File: src/rtl/axis_pkg.sv
// axis_pkg: shared AXI4-Stream parameter record plus word-width and pointer-width helpers
package axis_pkg;
  typedef struct packed {
    int unsigned tdata_width;
    int unsigned tid_width;
    int unsigned tdest_width;
    int unsigned tuser_width;
  } axis_params_t;
  // one extra pointer bit tells full from empty when the low bits match
  localparam int unsigned AXIS_PTR_WRAP_BITS = 1;
  function automatic int unsigned axis_word_width(axis_params_t p);
    return p.tdata_width + 2 * (p.tdata_width / 8) + 1 + p.tid_width + p.tdest_width + p.tuser_width;
  endfunction
  function automatic int unsigned axis_ptr_width(int unsigned depth);
    return $clog2(depth) + AXIS_PTR_WRAP_BITS;
  endfunction
endpackage

File: src/rtl/axis_if.sv
// axis_if: AXI4-Stream bundle; ACLK/ARESETn are left out, users clock and reset through their own ports
interface axis_if #(
  parameter int TDATA_WIDTH = 32,
  parameter int TID_WIDTH   = 1,
  parameter int TDEST_WIDTH = 1,
  parameter int TUSER_WIDTH = 1
);
  localparam int TDATA_BYTES = TDATA_WIDTH / 8;
  logic [TDATA_WIDTH-1:0] tdata;
  logic [TDATA_BYTES-1:0] tstrb;
  logic [TDATA_BYTES-1:0] tkeep;
  logic                   tlast;
  logic [TID_WIDTH-1:0]   tid;
  logic [TDEST_WIDTH-1:0] tdest;
  logic [TUSER_WIDTH-1:0] tuser;
  logic                   tvalid;
  logic                   tready;
  modport rx (input tdata, tstrb, tkeep, tlast, tid, tdest, tuser, tvalid, output tready);
  modport tx (output tdata, tstrb, tkeep, tlast, tid, tdest, tuser, tvalid, input tready);
endinterface

File: src/rtl/axis_packet_fifo_ram.sv
// sync_fifo_ram: DEPTH x WIDTH dual-port storage, synchronous write, asynchronous read, array never reset
module sync_fifo_ram #(
  parameter int DEPTH = 16,
  parameter int WIDTH = 8
) (
  input  logic                     i_clk,
  input  logic                     i_we,
  input  logic [$clog2(DEPTH)-1:0] i_waddr,
  input  logic [WIDTH-1:0]         i_wdata,
  input  logic [$clog2(DEPTH)-1:0] i_raddr,
  output logic [WIDTH-1:0]         o_rdata
);
  logic [WIDTH-1:0] mem_q [DEPTH];
  // write port; contents are meaningless until the pointers say otherwise
  always_ff @(posedge i_clk) begin
    if (i_we) mem_q[i_waddr] <= i_wdata;
  end
  assign o_rdata = mem_q[i_raddr];
endmodule

File: src/rtl/axis_packet_fifo.sv
// axis_packet_fifo: first-word-fall-through AXI4-Stream FIFO; define AXIS_PACKET_FIFO_PACKET_MODE_EN for store-and-forward
module axis_packet_fifo
  import axis_pkg::*;
#(
  parameter int DEPTH = 16
) (
  input  logic                   i_clk,
  input  logic                   i_rst,
  axis_if.rx                     s_axis,
  axis_if.tx                     m_axis,
  output logic [$clog2(DEPTH):0] o_count,
  output logic                   o_oversize
);
  localparam int unsigned DW = s_axis.TDATA_WIDTH;
  localparam int unsigned IW = s_axis.TID_WIDTH;
  localparam int unsigned SW = s_axis.TDEST_WIDTH;
  localparam int unsigned UW = s_axis.TUSER_WIDTH;
  localparam axis_params_t P = '{tdata_width: DW, tid_width: IW, tdest_width: SW, tuser_width: UW};
  localparam int unsigned W  = axis_word_width(P);
  localparam int unsigned AW = $clog2(DEPTH);
  localparam int unsigned PW = axis_ptr_width(DEPTH);
  if (DEPTH < 2 || (DEPTH & (DEPTH - 1)) != 0) begin : g_bad_depth
    $error("axis_packet_fifo: DEPTH=%0d is not a power of two >= 2", DEPTH);
  end
  if (m_axis.TDATA_WIDTH != DW || m_axis.TID_WIDTH != IW || m_axis.TDEST_WIDTH != SW || m_axis.TUSER_WIDTH != UW) begin : g_bad_params
    $error("axis_packet_fifo: s_axis and m_axis parameters differ");
  end
  logic [PW-1:0] wr_q, wr_d, rd_q, rd_d, cm_q, cm_d;
  logic [W-1:0]  wdata, rdata;
  logic          full, wr_en, rd_en;
  assign o_count       = wr_q - rd_q;
  assign full          = o_count == PW'(DEPTH);
  assign s_axis.tready = !full && !i_rst;
  assign m_axis.tvalid = rd_q != cm_q;
  assign wr_en         = s_axis.tvalid && s_axis.tready;
  assign rd_en         = m_axis.tvalid && m_axis.tready;
  assign wdata = {s_axis.tuser, s_axis.tdest, s_axis.tid, s_axis.tlast, s_axis.tkeep, s_axis.tstrb, s_axis.tdata};
  assign {m_axis.tuser, m_axis.tdest, m_axis.tid, m_axis.tlast, m_axis.tkeep, m_axis.tstrb, m_axis.tdata} = rdata;
  // advance each pointer on its own handshake
  always_comb begin
    wr_d = wr_en ? wr_q + 1'b1 : wr_q;
    rd_d = rd_en ? rd_q + 1'b1 : rd_q;
  end
`ifdef AXIS_PACKET_FIFO_PACKET_MODE_EN
  logic cut_q, cut_d, force_rel;
  assign force_rel  = full && cm_q == rd_q;
  assign o_oversize = force_rel;
  // commit on TLAST; a packet that fills the FIFO is released and cut through until its TLAST
  always_comb begin
    cm_d  = force_rel ? wr_q : (cut_q || (wr_en && s_axis.tlast)) ? wr_d : cm_q;
    cut_d = force_rel ? 1'b1 : (wr_en && s_axis.tlast) ? 1'b0 : cut_q;
  end
  // cut-through flag is dropped with the partial packet on reset
  always_ff @(posedge i_clk) begin
    cut_q <= i_rst ? 1'b0 : cut_d;
  end
`else
  assign o_oversize = 1'b0;
  // plain FIFO: every written word is committed at once
  always_comb begin
    cm_d = wr_d;
  end
`endif
  // pointer state; reset empties the FIFO by collapsing all pointers
  always_ff @(posedge i_clk) begin
    if (i_rst) begin
      wr_q <= '0;
      rd_q <= '0;
      cm_q <= '0;
    end else begin
      wr_q <= wr_d;
      rd_q <= rd_d;
      cm_q <= cm_d;
    end
  end
  sync_fifo_ram #(.DEPTH(DEPTH), .WIDTH(W)) u_ram (
    .i_clk  (i_clk),
    .i_we   (wr_en),
    .i_waddr(wr_q[AW-1:0]),
    .i_wdata(wdata),
    .i_raddr(rd_q[AW-1:0]),
    .o_rdata(rdata)
  );
endmodule

File: src/flat_wrapper.sv
// flat-port wrapper written by rule: the top's interface ports become plain ports
module axis_packet_fifo_flat import axis_pkg::*;
#(
  parameter int DEPTH = 16
)
  (i_clk, i_rst, o_count, o_oversize, s_axis_tdata, s_axis_tstrb, s_axis_tkeep, s_axis_tlast, s_axis_tid, s_axis_tdest, s_axis_tuser, s_axis_tvalid, s_axis_tready, m_axis_tdata, m_axis_tstrb, m_axis_tkeep, m_axis_tlast, m_axis_tid, m_axis_tdest, m_axis_tuser, m_axis_tvalid, m_axis_tready);
  axis_if #(.TDATA_WIDTH(32), .TID_WIDTH(4), .TDEST_WIDTH(3), .TUSER_WIDTH(2)) s_axis_i ();
  axis_if #(.TDATA_WIDTH(32), .TID_WIDTH(4), .TDEST_WIDTH(3), .TUSER_WIDTH(2)) m_axis_i ();
  input  logic i_clk;
  input  logic i_rst;
  output logic [$clog2(DEPTH):0] o_count;
  output logic o_oversize;
  input wire logic [$bits(s_axis_i.tdata)-1:0] s_axis_tdata;
  input wire logic [$bits(s_axis_i.tstrb)-1:0] s_axis_tstrb;
  input wire logic [$bits(s_axis_i.tkeep)-1:0] s_axis_tkeep;
  input wire logic [$bits(s_axis_i.tlast)-1:0] s_axis_tlast;
  input wire logic [$bits(s_axis_i.tid)-1:0] s_axis_tid;
  input wire logic [$bits(s_axis_i.tdest)-1:0] s_axis_tdest;
  input wire logic [$bits(s_axis_i.tuser)-1:0] s_axis_tuser;
  input wire logic [$bits(s_axis_i.tvalid)-1:0] s_axis_tvalid;
  output wire logic [$bits(s_axis_i.tready)-1:0] s_axis_tready;
  output wire logic [$bits(m_axis_i.tdata)-1:0] m_axis_tdata;
  output wire logic [$bits(m_axis_i.tstrb)-1:0] m_axis_tstrb;
  output wire logic [$bits(m_axis_i.tkeep)-1:0] m_axis_tkeep;
  output wire logic [$bits(m_axis_i.tlast)-1:0] m_axis_tlast;
  output wire logic [$bits(m_axis_i.tid)-1:0] m_axis_tid;
  output wire logic [$bits(m_axis_i.tdest)-1:0] m_axis_tdest;
  output wire logic [$bits(m_axis_i.tuser)-1:0] m_axis_tuser;
  output wire logic [$bits(m_axis_i.tvalid)-1:0] m_axis_tvalid;
  input wire logic [$bits(m_axis_i.tready)-1:0] m_axis_tready;
  assign s_axis_i.tdata = s_axis_tdata;
  assign s_axis_i.tstrb = s_axis_tstrb;
  assign s_axis_i.tkeep = s_axis_tkeep;
  assign s_axis_i.tlast = s_axis_tlast;
  assign s_axis_i.tid = s_axis_tid;
  assign s_axis_i.tdest = s_axis_tdest;
  assign s_axis_i.tuser = s_axis_tuser;
  assign s_axis_i.tvalid = s_axis_tvalid;
  assign s_axis_tready = s_axis_i.tready;
  assign m_axis_tdata = m_axis_i.tdata;
  assign m_axis_tstrb = m_axis_i.tstrb;
  assign m_axis_tkeep = m_axis_i.tkeep;
  assign m_axis_tlast = m_axis_i.tlast;
  assign m_axis_tid = m_axis_i.tid;
  assign m_axis_tdest = m_axis_i.tdest;
  assign m_axis_tuser = m_axis_i.tuser;
  assign m_axis_tvalid = m_axis_i.tvalid;
  assign m_axis_i.tready = m_axis_tready;
  axis_packet_fifo #(.DEPTH(DEPTH)) u_core (.i_clk(i_clk), .i_rst(i_rst), .s_axis(s_axis_i), .m_axis(m_axis_i), .o_count(o_count), .o_oversize(o_oversize));
endmodule
File: config.mk
export PLATFORM = sky130hd
export DESIGN_NAME = axis_packet_fifo_flat
export DESIGN_NICKNAME = d
export VERILOG_FILES = /design/src/rtl/axis_pkg.sv /design/src/rtl/axis_if.sv /design/src/rtl/axis_packet_fifo_ram.sv /design/src/rtl/axis_packet_fifo.sv /design/src/flat_wrapper.sv
export SDC_FILE = /design/constraint.sdc
export NUM_CORES = 1
export LEC_CHECK = 0
export ABC_CLOCK_PERIOD_IN_PS = 8500
export CAP_MARGIN = 20
export CORE_MARGIN = 2
export CORE_UTILIZATION = 40
export CTS_CLUSTER_DIAMETER = 120
export CTS_CLUSTER_SIZE = 20
export DETAILED_ROUTE_END_ITERATION = 10
export GPL_ROUTABILITY_DRIVEN = 0
export SYNTH_ARGS = -nofsm -noshare
export SYNTH_HDL_FRONTEND = slang
export SYNTH_SLANG_ARGS = --single-unit
File: constraint.sdc
create_clock -name i_clk -period 8.5 [get_ports i_clk]
set_input_delay 1.7 -clock i_clk [delete_from_list [all_inputs] [get_ports i_clk]]
set_output_delay 1.7 -clock i_clk [all_outputs]
set_load 0.01 [all_outputs]
# After elaboration in Yosys (flattened, before gate mapping)
# Memory sizes are Yosys's and may differ from the RTL's. A register that Yosys moved wholly into a read port is not among the register bits.
# Index checks and enable logic that the tools add are counted.
# op_classes
order_cmp,0
mux,4
bitwise,0
reduce_logical,5
n_eq_ne,2
n_div,0
addsub,3
n_shift,0
multipliers,0
# ops
operator,count
adder 5 x 1 -> 5 bit (second input constant),2
2-to-1 mux 4 bit,2
equality test 5 bit (second input constant),1
!= test 5 bit,1
subtractor 5 bit,1
logical AND 1 bit,3
zero test 1 bit,2
2-to-1 mux 1 bit,2
# word_totals
mem_bits_ro,0
reg_bits,10
output_inout_bits,58
ram_bits,800
n_memories,1
latch_bits,0
# memory_table
memory,depth,width,rd,rd_ports_with_merged_regs,wr,line,rtl
u_core.u_ram.mem_q,16,50,1,1,1,axis_packet_fifo_ram.sv:13,logic [WIDTH-1:0] mem_q [DEPTH];

# Longest topological paths before layout
# logic_depth
word_depth,7
mapped_depth,10

# Modules after synthesis
# A second synthesis with hierarchy kept.
# unflattened
cells_unflattened,1322
area_unflattened_um2,30561.8
# modules_own_cells
mod,seq_area_each_um2,cells_per_inst,area_per_inst_um2,instances
sync_fifo_ram,24023.0,1244,29911.2,1
axis_packet_fifo,200.2,78,650.6,1

# Worst setup path before layout
# No wires, ideal clock.
# synth_timing
path_kind,input port to flip-flop
startpoint,input i_rst
endpoint,memory u_core.u_ram.mem_q[15][0] (netlist name) (enable)
path_stages,3
slack_ns,0.633
n_path_buf,2
setup_ns,0.599
arrival_time_ns,7.268
cell_sequence,clkbuf_1 -> clkbuf_1 -> nor4b_1
# synth_via
elab_chain_len,5
# synth_rtl
item,line,rtl
start: declaration,flat_wrapper.sv:10,input logic i_rst;
zero test 1 bit,axis_packet_fifo.sv:33,assign s_axis.tready = !full && !i_rst;
logical AND 1 bit,axis_packet_fifo.sv:33,
logical AND 1 bit,axis_packet_fifo.sv:35,assign wr_en = s_axis.tvalid && s_axis.tready;
2-to-1 mux 1 bit,axis_packet_fifo_ram.sv:16,if (i_we) mem_q[i_waddr] <= i_wdata;
2-to-1 mux 1 bit (not written as such),axis_packet_fifo_ram.sv:16,
end: declaration,axis_packet_fifo_ram.sv:13,
# No other way between the ends.

# Worst setup path after layout
# layout_timing
startpoint,register u_core.wr_q[0]
endpoint,output s_axis_tready
# layout_via
elab_chain_len,4
# layout_rtl
item,line,rtl
start: declaration,axis_packet_fifo.sv:28,"logic [PW-1:0] wr_q, wr_d, rd_q, rd_d, cm_q, cm_d;"
start signal: assignment,axis_packet_fifo.sv:71,wr_q <= wr_d;
subtractor 5 bit,axis_packet_fifo.sv:31,assign o_count = wr_q - rd_q;
equality test 5 bit,axis_packet_fifo.sv:32,assign full = o_count == PW'(DEPTH);
zero test 1 bit,axis_packet_fifo.sv:33,
logical AND 1 bit,axis_packet_fifo.sv:33,
end: declaration,flat_wrapper.sv:21,output wire logic [$bits(s_axis_i.tready)-1:0] s_axis_tready;
# No other way between the ends.

==> flow_summary.json <==
{
  "cp-start-kind": "flip-flop",
  "clk_pin_slew_ns": 0.08,
  "internal_power_w": 0.00642,
  "io_buffers": 110,
  "power_density_nw_per_um2": 242,
  "slew_headroom_pct": 26.4,
  "synthSimpleGateAreaFrac_pct": 0.970,
  "nNetsFinal": 1416,
  "grt_pass1_wl_mm": 96.1,
  "power.clock.fraction_pct": 26.7,
  "syn2layout_area_growth_pct": 12.4,
  "via_count": 13149,
  "place.detailed.hpwl_mm": 33.2,
  "grtUsageTotal_pct": 17.0,
  "met1_length_mm": 27.2,
  "die_y_microns": 282,
  "p_sw_w": 0.00197,
  "fin_crit_ns": 5.71,
  "syn_area_sq_um": 30800,
  "finalCritPeriodShare_pct": 67.2,
  "cts_hold_buf": 0,
  "ys_types": 40,
  "cts_htree_levels": 2,
  "insertion_delay_ns": 0.61,
  "peakVddDrop_uv": 194,
  "rows": 101,
  "dr_wl_met2_mm": 34.4,
  "grt_pass1_vias": 14015,
  "synth_flop_cell": "edfxtp_1",
  "ys_warn_count": 0,
  "cp_num_buf_inv": 4,
  "ff2ff_setup_slack_ns": 4.50,
  "status": "finished, final reports clean",
  "yosys.area.top_type": "edfxtp_1",
  "ios": 112,
  "crit_family": "simple AND/OR/NAND/NOR gates",
  "grt_max_degree": 100,
  "cts_buffers": 46,
  "drtAntennaViolNets": 0,
  "critPathSlowestCell": "or2_1",
  "coreArea_sq_um": 76100,
  "arrival_ns": 4.01,
  "hold_path.class": "reg2reg",
  "routedWlPerCell_microns": 27.5,
  "finalClockSkew_ns": 0.0163,
  "cts.sinks": 814,
  "yosys.area.top_type_share_pct": 77.9,
  "ys_seq_elements": 814,
  "synth-edff-count": 800,
  "drv_slew": 0,
  "cts_tree": "done",
  "synth-seq-area-share_pct": 78.8,
  "share_comb_of_total_power_pct": 19.1,
  "critical_path_class": "reg2out",
  "avgSynthCellArea_sq_um": 25.3,
  "post_cts_buffers": 0,
  "end_kind": "output port",
  "cp.required_ns": 6.80,
  "routed_wl_mm": 65.9,
  "crit_path_start": "u_core.wr_q[0]",
  "slowest_delay_ns": 0.57,
  "cp_max_fo": 13,
  "cts_resized": 0,
  "clock.fmax_mhz": 175,
  "initial_core_util_pct": 40.5,
  "synth_area_leaders": "edfxtp_1, mux4_2, dfxtp_1, clkbuf_1, ha_1",
  "drtPass1Iterations": 5,
  "drv_cap": 0,
  "synthMuxAreaShare_pct": 18.3,
  "die_w_microns": 282,
  "r2r_start": "u_core.wr_q[0]",
  "critical_path.most_common_cell": "inv_1",
  "grt_overflow": 0,
  "final_common_cell": "edfxtp_1",
  "final.setup.tns_ns": 0,
  "drtIter0Drc": 1306,
  "wl_met3_mm": 3.00,
  "synth_xor_area_share_pct": 0.170,
  "finalHoldViolCount": 0,
  "async_flop_share_pct": 0,
  "worstMarginPinSlew_ns": 1.10,
  "final_cell_mix": "edfxtp_1, mux4_2, clkdlybuf4s50_1",
  "crit_chain": "inv_1 > ha_1 > inv_1 > fa_1 > or3_1 > a2111oi_4 > or2_1 > inv_1 > clkdlybuf4s50_1",
  "via_per_inst": 5.49,
  "synthAdderAreaFrac_pct": 0.430,
  "fin_area_sq_um": 34700,
  "antenna_found_initial": 7,
  "cts_buffer_depth": 3,
  "top_layer": "met5",
  "synth_compound_area_share_pct": 0.308,
  "hp-start": "u_core.wr_q[4]",
  "drc_errors": 0,
  "rsz0062_at_grt": "no",
  "setup_viol": 0,
  "synth_cells": 1220,
  "cts_root_buf": "clkbuf_16",
  "synth.net_count": 1284,
  "p_leak_nw": 10.1,
  "place_area_sq_um": 33400,
  "fillers": 6321,
  "drive_above_1_share_pct": 26.5,
  "synth_top_family_by_area": "multiplexers",
  "power_frac_seq_pct": 54.2,
  "die-area_sq_um": 79300,
  "p_sw_share_pct": 23.5
}
-- power by group through the flow --
stage	combinational (W)	clock (W)	sequential, W
floorplan	0.00113	0	0.00459
global placement	0.00164	0	0.00465
detailed placement	0.00165	0	0.00465
CTS	0.00165	0.00230	0.00456
global route	0.00173	0.00243	0.00457
finish	0.00160	0.00224	0.00455
-- synth_stat cells, types with 2 or more instances --
cell,n
buf_2,20
clkbuf_1,34
ha_1,9
inv_1,9
nand4_1,4
xnor2_1,3
buf_4,2
nor4b_1,3
nand2_1,6
nor2_1,11
nand2b_1,4
xor2_1,3
or3_1,3
o21ai_0,2
nor3_1,9
a21oi_1,6
dfxtp_1,14
buf_1,6
edfxtp_1,800
mux4_2,250
nor4_1,3
-- registers in the layout (all words and copies together), names as in the netlist, named ones only --
| name | flops |
|---|---|
| u_core.u_ram.mem_q | 800 |
| u_core.rd_q | 5 |
| u_core.wr_q | 5 |
-- final cells by class --
class / count / area (sq um) / area share, %
antenna: 3 / 7.51 / 0.0217
tap: 1030 / 1290 / 3.72
sequential: 814 / 24300 / 70.2
timing repair buffer: 146 / 1410 / 4.08
inverter: 9 / 33.8 / 0.0975
clock buffer: 57 / 1260 / 3.63
multi-input combinational: 335 / 6320 / 18.3
clock inverter: 1 / 8.76 / 0.0253
-- worst register-to-register path, delay by kind of cell (launching register included) --
family | cells | cell delay, ns
adders and majority gates | 2 | 0.67
DFF | 1 | 0.41
AOI/OAI and AO/OA | 1 | 0.54
and+or+nand+nor | 3 | 1.09
buffers and inverters | 4 | 0.93
-- layer usage --
metal / vias up / global-route usage (%)
li1: 5512 / -
met1: 7257 / 22.4
met2: 299 / 29.6
met3: 73 / 2.73
met4: 8 / 4.08
met5: - / 0
-- path summary, 6_finish.rpt --
kind,to,depth (start not counted)
worst max-delay path,s_axis_tready,9
worst max register to register,u_core.u_ram.mem_q[5][14],10
worst min register to register,u_core.wr_q[4],2
worst min-delay path,u_core.wr_q[4],2
-- cell families after synthesis --
kind of cell | Yosys count
mux | 252
simple gates | 53
buf+inv | 71
compound gates | 13
flops | 814
xor+xnor | 6
other cells | 1
fa+ha+maj | 10
-- metrics by stage --
| stage | instances | power (W) | util (%) | worst slack [ns] | hold slack, ns |
|---|---|---|---|---|---|
| 2_1_floorplan | 1220 | 0.00572 | - | 0.633 | 0.464 |
| 3_3_place_gp | 2333 | 0.00628 | 43.9 | 2.97 | 0.488 |
| 3_5_place_dp | 2333 | 0.00630 | 43.9 | 2.97 | 0.502 |
| 4_1_cts | 2391 | 0.00851 | 45.5 | 2.69 | 0.516 |
| 5_1_grt | 2394 | 0.00873 | 45.5 | 2.50 | 0.561 |
| 6_report | 2395 | 0.00839 | 45.5 | 2.79 | 0.516 |
Power figures use the tool's default switching activity.
